## config.mk

```make
export PLATFORM = sky130hd
export DESIGN_NAME = i2c_master
export DESIGN_NICKNAME = d
export VERILOG_FILES = /design/src/rtl/i2c_master.sv
export SDC_FILE = /design/constraint.sdc
export NUM_CORES = 1
export LEC_CHECK = 0
export ABC_AREA = 1
export ABC_CLOCK_PERIOD_IN_PS = 2000
export BUFFER_PORTS_ARGS = -buffer_cell sky130_fd_sc_hd__clkbuf_2
export CORE_UTILIZATION = 40
export CTS_CLUSTER_DIAMETER = 150
export DETAILED_ROUTE_END_ITERATION = 16
export GPL_ROUTABILITY_DRIVEN = 0
export GPL_TIMING_DRIVEN = 0
export PLACE_DENSITY = 0.69
export REMOVE_ABC_BUFFERS = 1
export SLEW_MARGIN = 20
export SYNTH_ARGS = -nofsm -noshare
export SYNTH_HDL_FRONTEND = slang
export SYNTH_SLANG_ARGS = --single-unit
```

## constraint.sdc

```tcl
create_clock -name clk -period 2 [get_ports clk]
set_input_delay 0.4 -clock clk [delete_from_list [all_inputs] [get_ports clk]]
set_output_delay 0.4 -clock clk [all_outputs]
set_load 0.01 [all_outputs]
```

## src/rtl/i2c_master.sv

```systemverilog
// Byte-level I2C initiator: generates START/STOP, clocks SCL in four quarters per bit,
// moves bytes through a pop/push strobe interface and supports target clock stretching.
module i2c_master #(
  parameter int unsigned CLK_DIV = 30,
  parameter int unsigned LEN_W   = 8
) (
  input  logic             clk,
  input  logic             rst,
  input  logic             start,
  input  logic [6:0]       addr,
  input  logic             rw,
  input  logic [LEN_W-1:0] len,
  input  logic [7:0]       wr_data,
  input  logic             wr_en,
  output logic             wr,
  output logic [7:0]       rd_data,
  output logic             rd,
  output logic             busy,
  output logic             done,
  output logic             nack,
  input  logic             scl_in,
  input  logic             sda_in,
  output logic             scl_oe,
  output logic             sda_oe
);

  localparam logic [7:0] DivLast = 8'(CLK_DIV - 1);

  typedef enum logic [3:0] {
    StIdle,
    StStart,
    StAddr,
    StAddrAck,
    StWrite,
    StWack,
    StRead,
    StRack,
    StStop
  } state_e;

  state_e           state_q;
  logic [7:0]       div_q;
  logic [1:0]       qtr_q;
  logic [2:0]       bit_q;
  logic [7:0]       shift_q;
  logic [LEN_W-1:0] cnt_q;
  logic             rw_q;
  logic             smp_q;
  logic             load_q;

  logic stretch;
  logic div_end;

  // A target holding SCL low while we have released it freezes the bit timing.
  assign stretch = qtr_q[1] && !scl_oe && !scl_in;
  assign div_end = (div_q == DivLast);

  always_ff @(posedge clk) begin
    if (rst) begin
      state_q <= StIdle;
      div_q   <= '0;
      qtr_q   <= '0;
      bit_q   <= '0;
      shift_q <= '0;
      cnt_q   <= '0;
      rw_q    <= 1'b0;
      smp_q   <= 1'b0;
      load_q  <= 1'b0;
      scl_oe  <= 1'b0;
      sda_oe  <= 1'b0;
      busy    <= 1'b0;
      done    <= 1'b0;
      nack    <= 1'b0;
      wr      <= 1'b0;
      rd      <= 1'b0;
      rd_data <= 8'h00;
    end else begin
      wr   <= 1'b0;
      rd   <= 1'b0;
      done <= 1'b0;
      if (state_q == StIdle) begin
        scl_oe <= 1'b0;
        sda_oe <= 1'b0;
        div_q  <= '0;
        qtr_q  <= '0;
        if (start) begin
          shift_q <= {addr, rw};
          rw_q    <= rw;
          cnt_q   <= len;
          nack    <= 1'b0;
          busy    <= 1'b1;
          state_q <= StStart;
        end
      end else if (load_q) begin
        // Byte boundary of a write: SCL stays low until the FIFO has data.
        if (wr_en) begin
          wr      <= 1'b1;
          shift_q <= wr_data;
          sda_oe  <= !wr_data[7];
          load_q  <= 1'b0;
        end
      end else if (stretch) begin
        div_q <= div_q;
      end else if (!div_end) begin
        div_q <= div_q + 8'd1;
      end else begin
        div_q <= '0;
        qtr_q <= qtr_q + 2'd1;
        unique case (qtr_q)
          2'd0: begin
          end
          2'd1: begin
            scl_oe <= 1'b0;
            if (state_q == StStart) sda_oe <= 1'b1;
          end
          2'd2: begin
            if (state_q == StStop) begin
              sda_oe <= 1'b0;
            end else begin
              smp_q <= sda_in;
              if (state_q == StRead) begin
                shift_q <= {shift_q[6:0], sda_in};
                if (bit_q == 3'd0) begin
                  rd_data <= {shift_q[6:0], sda_in};
                  rd      <= 1'b1;
                end
              end
            end
          end
          2'd3: begin
            scl_oe <= (state_q != StStop);
            unique case (state_q)
              StStart: begin
                state_q <= StAddr;
                bit_q   <= 3'd7;
                sda_oe  <= !shift_q[7];
              end
              StAddr, StWrite: begin
                if (bit_q == 3'd0) begin
                  state_q <= (state_q == StAddr) ? StAddrAck : StWack;
                  sda_oe  <= 1'b0;
                end else begin
                  bit_q   <= bit_q - 3'd1;
                  shift_q <= {shift_q[6:0], 1'b0};
                  sda_oe  <= !shift_q[6];
                end
              end
              StAddrAck: begin
                if (smp_q || cnt_q == '0) begin
                  nack    <= smp_q;
                  state_q <= StStop;
                  sda_oe  <= 1'b1;
                end else begin
                  state_q <= rw_q ? StRead : StWrite;
                  bit_q   <= 3'd7;
                  load_q  <= !rw_q;
                  sda_oe  <= 1'b0;
                end
              end
              StWack: begin
                if (smp_q || cnt_q == LEN_W'(1)) begin
                  nack    <= smp_q;
                  state_q <= StStop;
                  sda_oe  <= 1'b1;
                end else begin
                  state_q <= StWrite;
                  bit_q   <= 3'd7;
                  load_q  <= 1'b1;
                  sda_oe  <= 1'b0;
                end
                cnt_q <= cnt_q - LEN_W'(1);
              end
              StRead: begin
                if (bit_q == 3'd0) begin
                  state_q <= StRack;
                  // ACK every byte except the last one requested.
                  sda_oe  <= (cnt_q > LEN_W'(1));
                end else begin
                  bit_q  <= bit_q - 3'd1;
                  sda_oe <= 1'b0;
                end
              end
              StRack: begin
                cnt_q <= cnt_q - LEN_W'(1);
                if (cnt_q == LEN_W'(1)) begin
                  state_q <= StStop;
                  sda_oe  <= 1'b1;
                end else begin
                  state_q <= StRead;
                  bit_q   <= 3'd7;
                  sda_oe  <= 1'b0;
                end
              end
              StStop: begin
                state_q <= StIdle;
                done    <= 1'b1;
                busy    <= 1'b0;
                sda_oe  <= 1'b0;
              end
              default: state_q <= StIdle;
            endcase
          end
        endcase
      end
    end
  end

endmodule

```

==> results of run 1 <==
-- layout make-up --
| cell class | instances | share of cell area |
|---|---|---|
| multi-input combinational | 324 | 0.4892 |
| inverter | 58 | 0.06753 |
| clock buffer | 5 | 0.01976 |
| timing repair buffer | 54 | 0.08836 |
| sequential | 51 | 0.2956 |
| clock inverter | 2 | 0.003951 |
| tap | 99 | 0.03556 |
-- power groups by stage --
stage                     registers (uW)  clock network [uW]  logic, uW
after floorplan                     1310                   0       1350
after global placement              1330                   0       1720
after CTS                           1310                 610       1810
after global routing                1340                 643       2220
final                               1320                 590       1950
after detailed placement            1330                   0       1750
-- cell families (layout without fill, tap and decap cells) --
| group | Yosys count | in the layout |
|---|---|---|
| flops | 51 | 51 |
| fa+ha+maj | 9 | 9 |
| buf+inv | 73 | 119 |
| compound gates | 76 | 76 |
| xor+xnor | 5 | 5 |
| simple gates | 233 | 234 |
-- layout by cell type, fill, tap and decap left out, types with 3 or more instances in the layout --
cell	netlist	final
a21oi_1	29	29
nand2_2	7	7
nand4_1	4	4
buf_4	1	9
ha_1	9	9
a211oi_1	8	8
nand3_1	29	28
clkbuf_2	0	44
dfxtp_1	51	44
nor2_2	3	4
nor3_1	5	5
nor2_4	2	4
nor2_1	62	60
xor2_1	4	4
dfxtp_2	0	7
clkbuf_8	0	5
a31oi_1	3	3
inv_2	5	4
nand2_1	110	108
o21ai_0	29	29
inv_1	51	51
-- worst max-delay path, stage by stage (launching register included) --
cell and delay, ns:
dfxtp_1 0.34, inv_1 0.08, ha_1 0.15, inv_1 0.04, nor2_1 0.19, inv_1 0.11, nor2_1 0.18, inv_1 0.21
nor2_4 0.27, buf_4 0.15, a211oi_2 0.05
-- stage by stage --
step | setup slack (ns) | instances
finish | 0.1162 | 593
global route | -0.01644 | 593
CTS | 0.02083 | 582
detailed placement | -0.5653 | 575
global placement | -0.5406 | 575
floorplan | 0.06509 | 432
-- registers in the layout, indices dropped and copies added, names as in the netlist, 2 cells and up --
name     cells
bit_q        3
cnt_q        8
qtr_q        2
rd_data      8
state_q      4
shift_q      8
div_q        8
-- layer usage --
layer  part of all wire  GRT usage
met2               0.47     0.3280
met3              0.050    0.02892
met1               0.46     0.2327
met4              0.019    0.06745
met5                  0          0
-- path summary, 6_finish.rpt --
path	endpoint	cells past startpoint	start
setup / recovery	rd_data[7]$_SDFFE_PP0P_	10	bit_q[0]$_SDFFE_PP0P_
hold / removal	cnt_q[3]$_SDFFE_PP0P_	3	len[3]
setup reg to reg	rd_data[7]$_SDFFE_PP0P_	10	bit_q[0]$_SDFFE_PP0P_
hold reg to reg	rd_data[1]$_SDFFE_PP0P_	2	shift_q[0]$_SDFFE_PP0P_
-- what timing repair did --
item                                    in CTS  in global routing
buffers inserted                             0                 10
cloned                                       0                  1
resized for setup                            7                 13
endpoints found under the setup margin      34                 36
pin swaps                                    1                  8
==> metrics.txt, run 1 <==
sequential share of power 0.342; status finished clean; Die X approximately 88 um; post-route antenna net violation count 0; initial antenna violation count 0; CTS tree built; final worst path period share 0.9419; Hold Vio Cnt, Final 0; Comb power frac 0.505; adder-cell share of the synthesized area 0.03772; dpl cell area around 3200 sq um; Crit. End Element flop; Via Count 2927; final setup fails 0; first-pass GRT wire length 11.59 mm; Sw Pwr ~1700 uW; Layout area overhead 16.68%; HPWL Detailed 5.118 mm; power per cell area 1110 nW/um^2; Slew headroom 0.5707; clock buffer depth 2; Synth Area per Inst 6.679 sq um; Rows 31; EDFF count, synth 0; post-route minimum period 1.884 ns; largest net degree at the start of global routing 26; worst vdd ir roughly 0.37 mV; Commonest cells post-synth nand2_1, nor2_1, dfxtp_1, inv_1; R2R setup slack 0.12 ns; ratio of cells with drive above 1 in the final layout 0.2126; Final Cell Area 3483 sq um; post-synthesis mux area share 0; post-route DRC violation count 0; CTS buffer count 5; Pre-Repair DR Iteration Count 4; Fmax achieved 530.9 MHz; FF+latch count, synth 51; Area contributors post-synth dfxtp_1, nand2_1, nor2_1, inv_1, a21oi_1; clock sink total just over 50; TNS Setup 0 ns; fin nets around 530; routed vias/inst 4.936; FILL cells around 760; Synth Area in Simple Gates 0.3516; Top FF cell, synth dfxtp_1; Core Area between 7000 and 8000 sq um; Storage cell area 1030 sq um; GR Overflow Total 0; Synth top area share 0.3420; xor/xnor cell area share of the yosys netlist 0.01467; DR iter-0 viols 163; Clk Tree Root Cell clkbuf_8; n_diodes 0; footprint of the multi-input gates 1704 sq um; sequential area share after synthesis 0.3420; Post-CTS Hold Buffers 0; critical path launch point type flop; async set-or-reset flop fraction in the synthesized netlist 0; most frequent cell after synthesis nand2_1; Leak 0.001614 uW; Initial Util 0.4138; clock latency on the worst-skew pair about 0.31 ns; Clock Power Share 0.153; yosys warns 0; largest family of logic cells by synthesized area simple AND/OR/NAND/NOR gates; clk_skew 0.006553 ns; Slew Viols, Final 0; internal power 2122 uW; vias in the first global route 2676; WS Path Type flop to flop; Hold Path Class primary input to flop; Final Util 0.4828; total power just under 4000 uW; GRT Total Usage 0.1874; worst hold slack 0.3252 ns; IO buf count 44; Sw Share 0.4513; RSZ-0062 raised after global routing yes; die area ~7800 sq um; die height 88.39 um; Mapped Cells approximately 450; CP max FO 7; Req. time, crit path 2.18 ns; post-synth cell types slightly above 40; number of max-cap violations 0; mapped cell area 2985 sq um; Ports 45; area leader, netlist dfxtp_1; Worst EP arrival slightly above 2 ns; compound-gate portion of the synthesized area 0.1500; H-tree depth 2; Slew @ Worst Pin ~0.64 ns; Clock transition at path regs about 0.10 ns; WL/cell 12.25 um; WL final 7.264 mm
(Power assumes the default switching activity.)
==> run 2, diff against run 1 <==
--- a/config.mk
+++ b/config.mk
@@ -13,7 +13,6 @@
 export DETAILED_ROUTE_END_ITERATION = 16
 export GPL_ROUTABILITY_DRIVEN = 0
 export GPL_TIMING_DRIVEN = 0
-export PLACE_DENSITY = 0.69
 export REMOVE_ABC_BUFFERS = 1
 export SLEW_MARGIN = 20
 export SYNTH_ARGS = -nofsm -noshare
==> metrics.txt, run 2 (synthesized netlist as in run 1, its figures left out) <==
GR Overflow Total 0 (unchanged); clock sink total 51 (unchanged); Crit path top cell by count nor2_1; Core Area 7214 sq um (unchanged); PnR worst setup slack 0.1554 ns (+0.03922 ns); largest net degree at the start of global routing 26 (unchanged); post-route antenna net violation count 0 (unchanged); initial antenna violation count 0 (unchanged); Slowest-stage cell, CP dfxtp_1; R2R setup slack 0.16 ns (+0.04 ns); Hold Path Class primary input to flop; die height 88.39 um (unchanged); most frequent cells in the layout nand2_1, nor2_1, inv_1; internal power 2181 uW (+2.8%); Pre-Repair DR Iteration Count 4 (unchanged); commonest non-fill, non-tap cell in the layout nand2_1; CP endpoint bit_q[1]$_SDFFE_PP0P_; n_diodes 0 (unchanged); power per cell area 1130 nW/um^2 (+1.8%); DR iter-0 viols 112 (-31%); final setup fails 0 (unchanged); Initial Util 0.4138 (unchanged); ratio of cells with drive above 1 in the final layout 0.2016 (-0.01092); Clock transition at path regs 0.09 ns (about the same); r2r endpoint bit_q[1]$_SDFFE_PP0P_; sequential share of power 0.337 (-0.005); Clock Power Share 0.164 (+0.011); worst vdd ir 0.3779 mV (+2.8%); IO buf count 44 (unchanged); post-route minimum period 1.845 ns (-0.03922 ns); status finished clean; first-pass GRT wire length 11.21 mm (-3.2%); HPWL Detailed 5.034 mm (-1.7%); die area 7813 sq um (unchanged); Via Count 2846 (-2.8%); Die X 88.39 um (unchanged); number of cells on the critical path 11 (+1); critical path cell sequence inv_1 -> ha_1 -> nand3_1 -> nor2_1 -> nor2_1 -> nand2_1 -> nand3_2 -> nand2_2 -> nor2_2 -> o21ai_0 -> a21oi_1; non-filler cells, final 590 (-0.51%); GRT Total Usage 0.1824 (-0.004964); WL/cell 11.76 um (-4.0%); routed vias/inst 4.824 (-2.3%); Sw Pwr 1733 uW (-0.69%); Slew Viols, Final 0 (unchanged); Clk Tree Root Cell clkbuf_8; Leak 0.001600 uW (-0.86%); Sw Share 0.4428 (-0.008545); critical path launch point type flop; crit path from cnt_q[0]$_SDFFE_PP0P_; Req. time, crit path 2.20 ns (+0.02 ns); worst r2r src cnt_q[0]$_SDFFE_PP0P_; Slew headroom 0.5557 (-0.01495); clk_skew 0.006324 ns (-0.0002296 ns); Rows 31 (unchanged); CP bufs+invs 1 (-4); worst r2r path cells 11 (+1); RSZ-0062 raised after global routing yes; WL final 6.941 mm (-4.4%); Ports 45 (unchanged); Post-CTS Hold Buffers 0 (unchanged); CTS tree built; Comb power frac 0.499 (-0.006); total power 3915 uW (+1.2%); vias in the first global route 2482 (-7.2%); CTS buffer count 5 (unchanged); H-tree depth 2 (unchanged); Worst path max stage delay 0.33 ns (about the same); clock buffer depth 2 (unchanged); Worst EP arrival 2.04 ns (-0.02 ns); placed insts 575 (unchanged); CP max FO 4 (-3); pre-CTS setup slack -0.5931 ns (-0.02774 ns); Hold Vio Cnt, Final 0 (unchanged); Slew @ Worst Pin 0.6657 ns (+0.02241 ns); number of max-cap violations 0 (unchanged); crit-path leading delay family simple AND/OR/NAND/NOR gates; post-route DRC violation count 0 (unchanged); Crit. End Element flop; final worst path period share 0.9223 (-0.01961); clock latency on the worst-skew pair 0.31 ns (about the same); WS Path Type flop to flop; fin nets 529 (-0.75%); Fmax achieved 542.1 MHz (+2.1%); Layout area overhead 16.01%
-- run 2: per-stage QoR --
step / util / cell area, sq um / setup TNS (ns) / hold slack [ns]
floorplan: - / 2895 / 0 / 0.4279
global placement: 0.4490 / 3239 / -10.84 / 0.4419
detailed placement: 0.4490 / 3239 / -12.62 / 0.4480
CTS: 0.4669 / 3368 / 0 / 0.3259
global route: 0.4801 / 3463 / -0.1273 / 0.3251
finish: 0.4801 / 3463 / 0 / 0.3303
-- run 2: power groups by stage --
stage | clock [uW] | sequential [uW] | combinational (uW)
floorplan | 0 | 1310 | 1350
global placement | 0 | 1330 | 1730
detailed placement | 0 | 1330 | 1760
CTS | 669 | 1310 | 1810
global route | 696 | 1340 | 2220
finish | 643 | 1320 | 1950
-- run 2: timing repair --
| item | in CTS | in global routing |
|---|---|---|
| hold endpoints to repair | 0 | 0 |
| resized for setup | 8 | 10 |
| pin swaps | 0 | 3 |
| buffers inserted | 0 | 7 |
| setup endpoints to repair | 35 | 33 |
-- run 2: metal layers --
layer,share of wire,wire [um],vias up,global-route usage
li1,-,-,1516,-
met1,0.49,3417,1267,0.2470
met2,0.45,3152,57,0.3007
met3,0.044,305,6,0.03545
met4,0.0094,65,0,0.04106
met5,0,0,-,0
-- run 2: worst min-delay path by stage --
stage                                from                    end  slack [ns]  depth (start not counted)
floorplan           bit_q[0]$_SDFFE_PP0P_  bit_q[0]$_SDFFE_PP0P_        0.43                          1
global placement    bit_q[0]$_SDFFE_PP0P_  bit_q[0]$_SDFFE_PP0P_        0.44                          1
detailed placement  bit_q[0]$_SDFFE_PP0P_  bit_q[0]$_SDFFE_PP0P_        0.45                          1
CTS                                len[3]  cnt_q[3]$_SDFFE_PP0P_        0.33                          3
global route                       len[4]  cnt_q[4]$_SDFFE_PP0P_        0.33                          3
finish                             len[3]  cnt_q[3]$_SDFFE_PP0P_        0.33                          3
-- run 2: layout make-up --
type / count / area [sq um]
Timing Repair Buffer: 51 / 285.3
Sequential cell: 51 / 1028
Multi-Input combinational cell: 323 / 1697
Fill cell: 783 / 3751
Tap cell: 99 / 123.9
Inverter: 58 / 234.0
Clock buffer: 7 / 86.33
Clock inverter: 1 / 8.758
-- run 2: tightest hold or removal path: stages --
cell	delay (ns)
clkbuf_2	0.08
nand2_1	0.05
a31oi_1	0.07
==> run 3, diff against run 2 <==
--- a/config.mk
+++ b/config.mk
@@ -9,6 +9,7 @@
 export ABC_CLOCK_PERIOD_IN_PS = 2000
 export BUFFER_PORTS_ARGS = -buffer_cell sky130_fd_sc_hd__clkbuf_2
 export CORE_UTILIZATION = 40
+export CTS_BUF_LIST = sky130_fd_sc_hd__clkbuf_2 sky130_fd_sc_hd__clkbuf_4 sky130_fd_sc_hd__clkbuf_8
 export CTS_CLUSTER_DIAMETER = 150
 export DETAILED_ROUTE_END_ITERATION = 16
 export GPL_ROUTABILITY_DRIVEN = 0
==> metrics.txt, run 3 (synthesized netlist as in run 1, its figures left out) <==
Leak 0.001603 uW (+0.21%); placed insts 575 (unchanged); Hold Vio Cnt, Final 0 (unchanged); footprint of the multi-input gates 1697 sq um (unchanged); GRT Total Usage 0.1824 (unchanged); clk_skew 0.006672 ns (+0.0003478 ns); Layout area overhead 16.14%; Storage cell area 1028 sq um (unchanged); power per cell area 1134 nW/um^2 (+0.36%); fin nets 529 (unchanged); clock buffer depth 2 (unchanged); CTS tree built; DR iter-0 viols 102 (-8.9%); post-route DRC violation count 0 (unchanged); Die X 88.39 um (unchanged); clock sink total 51 (unchanged); Slew Viols, Final 0 (unchanged); final setup fails 0 (unchanged); post-route antenna net violation count 0 (unchanged); clock latency on the worst-skew pair 0.31 ns (about the same); status finished clean; Crit. End Element flop; WL final 6.961 mm (+0.29%); HPWL Detailed 5.034 mm (unchanged); Rows 31 (unchanged); number of max-cap violations 0 (unchanged); Pre-Repair DR Iteration Count 5 (+1); Clock transition at path regs 0.09 ns (about the same); IO buf count 44 (unchanged); ratio of cells with drive above 1 in the final layout 0.2037 (+0.002037); GR Overflow Total 0 (unchanged); RSZ-0062 raised after global routing yes; critical path launch point type flop; H-tree depth 2 (unchanged); first-pass GRT wire length 11.21 mm (unchanged); PnR worst setup slack 0.1479 ns (-0.007506 ns); Initial Util 0.4138 (unchanged); CTS buffer count 5 (unchanged); Ports 45 (unchanged); Post-CTS Hold Buffers 0 (unchanged); routed vias/inst 4.834 (+0.21%); commonest non-fill, non-tap cell in the layout nand2_1; Clk Tree Root Cell clkbuf_8; initial antenna violation count 0 (unchanged); Hold Path Class primary input to flop; Req. time, crit path 2.20 ns (about the same); Via Count 2852 (+0.21%); worst vdd ir 0.3804 mV (+0.68%); n_diodes 0 (unchanged); Core Area 7214 sq um (unchanged); post-route minimum period 1.852 ns (+0.007506 ns); Slew headroom 0.5454 (-0.01032); Worst EP arrival 2.05 ns (about the same); non-filler cells, final 590 (unchanged); Fmax achieved 539.9 MHz (-0.41%); pre-CTS setup slack -0.5931 ns (unchanged); worst hold slack 0.3311 ns (+0.0008830 ns); most frequent cells in the layout nand2_1, nor2_1, inv_1; WL/cell 11.80 um (+0.29%); die height 88.39 um (unchanged); die area 7813 sq um (unchanged); WS Path Type flop to flop; largest net degree at the start of global routing 26 (unchanged); Slew @ Worst Pin 0.6812 ns (+0.01546 ns); final worst path period share 0.9260 (+0.003753); CP max FO 4 (unchanged); vias in the first global route 2482 (unchanged); FILL cells 781 (-0.26%)
[run 3: cell counts in the layout (fill, tap and decap cells not counted)]
Identical to the previous run, type by type.
[run 3: cell type report]
cell class	count	area share
multi-input cells	323	0.4894
flip-flops and latches	51	0.2966
repair buffers	51	0.08228
inverters	58	0.06748
well taps	99	0.03573
clock buffers	7	0.02598
clock inverters	1	0.002526
[run 3: power breakdown]
group | internal [uW] | switching (uW) | leakage, uW | total [uW]
Combinational | 710 | 1250 | 0.00113 | 1960
Sequential | 1190 | 131 | 0.000417 | 1320
Clock | 298 | 359 | 0.0000519 | 657
[run 3: path summary, 6_finish.rpt]
path | from | slack [ns] | cells after the start | end
setup / recovery | cnt_q[0]$_SDFFE_PP0P_ | 0.15 | 11 | bit_q[1]$_SDFFE_PP0P_
hold / removal | len[3] | 0.33 | 3 | cnt_q[3]$_SDFFE_PP0P_
setup reg to reg | cnt_q[0]$_SDFFE_PP0P_ | 0.15 | 11 | bit_q[1]$_SDFFE_PP0P_
hold reg to reg | bit_q[0]$_SDFFE_PP0P_ | 0.46 | 1 | bit_q[0]$_SDFFE_PP0P_
[run 3: worst max-delay path: stages, from the launching register on]
cell and delay (ns):
dfxtp_1 0.33, inv_1 0.12, ha_1 0.22, nand3_1 0.14, nor2_1 0.20, nor2_1 0.08, nand2_1 0.12, nand3_2 0.11
nand2_2 0.14, nor2_2 0.06, o21ai_0 0.17, a21oi_1 0.06
[run 3: routing by layer]
| metal | part of all wire | track usage | vias up |
|---|---|---|---|
| li1 | - | - | 1519 |
| met1 | 0.50 | 0.2470 | 1277 |
| met2 | 0.45 | 0.3007 | 50 |
| met3 | 0.037 | 0.03545 | 6 |
| met4 | 0.0093 | 0.04106 | 0 |
| met5 | 0 | 0 | - |
[run 3: timing repair]
action | CTS | global route
setup buffers | 0 | 7
pin swaps | 0 | 3
endpoints found under the setup margin | 35 | 33
gates resized for setup | 8 | 10
[run 3: stage by stage]
stage	cell area (sq um)	util	power (uW)	setup TNS [ns]
after floorplan	2895	-	2665	0
after global placement	3239	0.4490	3063	-10.84
after detailed placement	3239	0.4490	3092	-12.62
after CTS	3372	0.4674	3810	0
after global routing	3467	0.4806	4271	-0.1283
final	3467	0.4806	3933	0
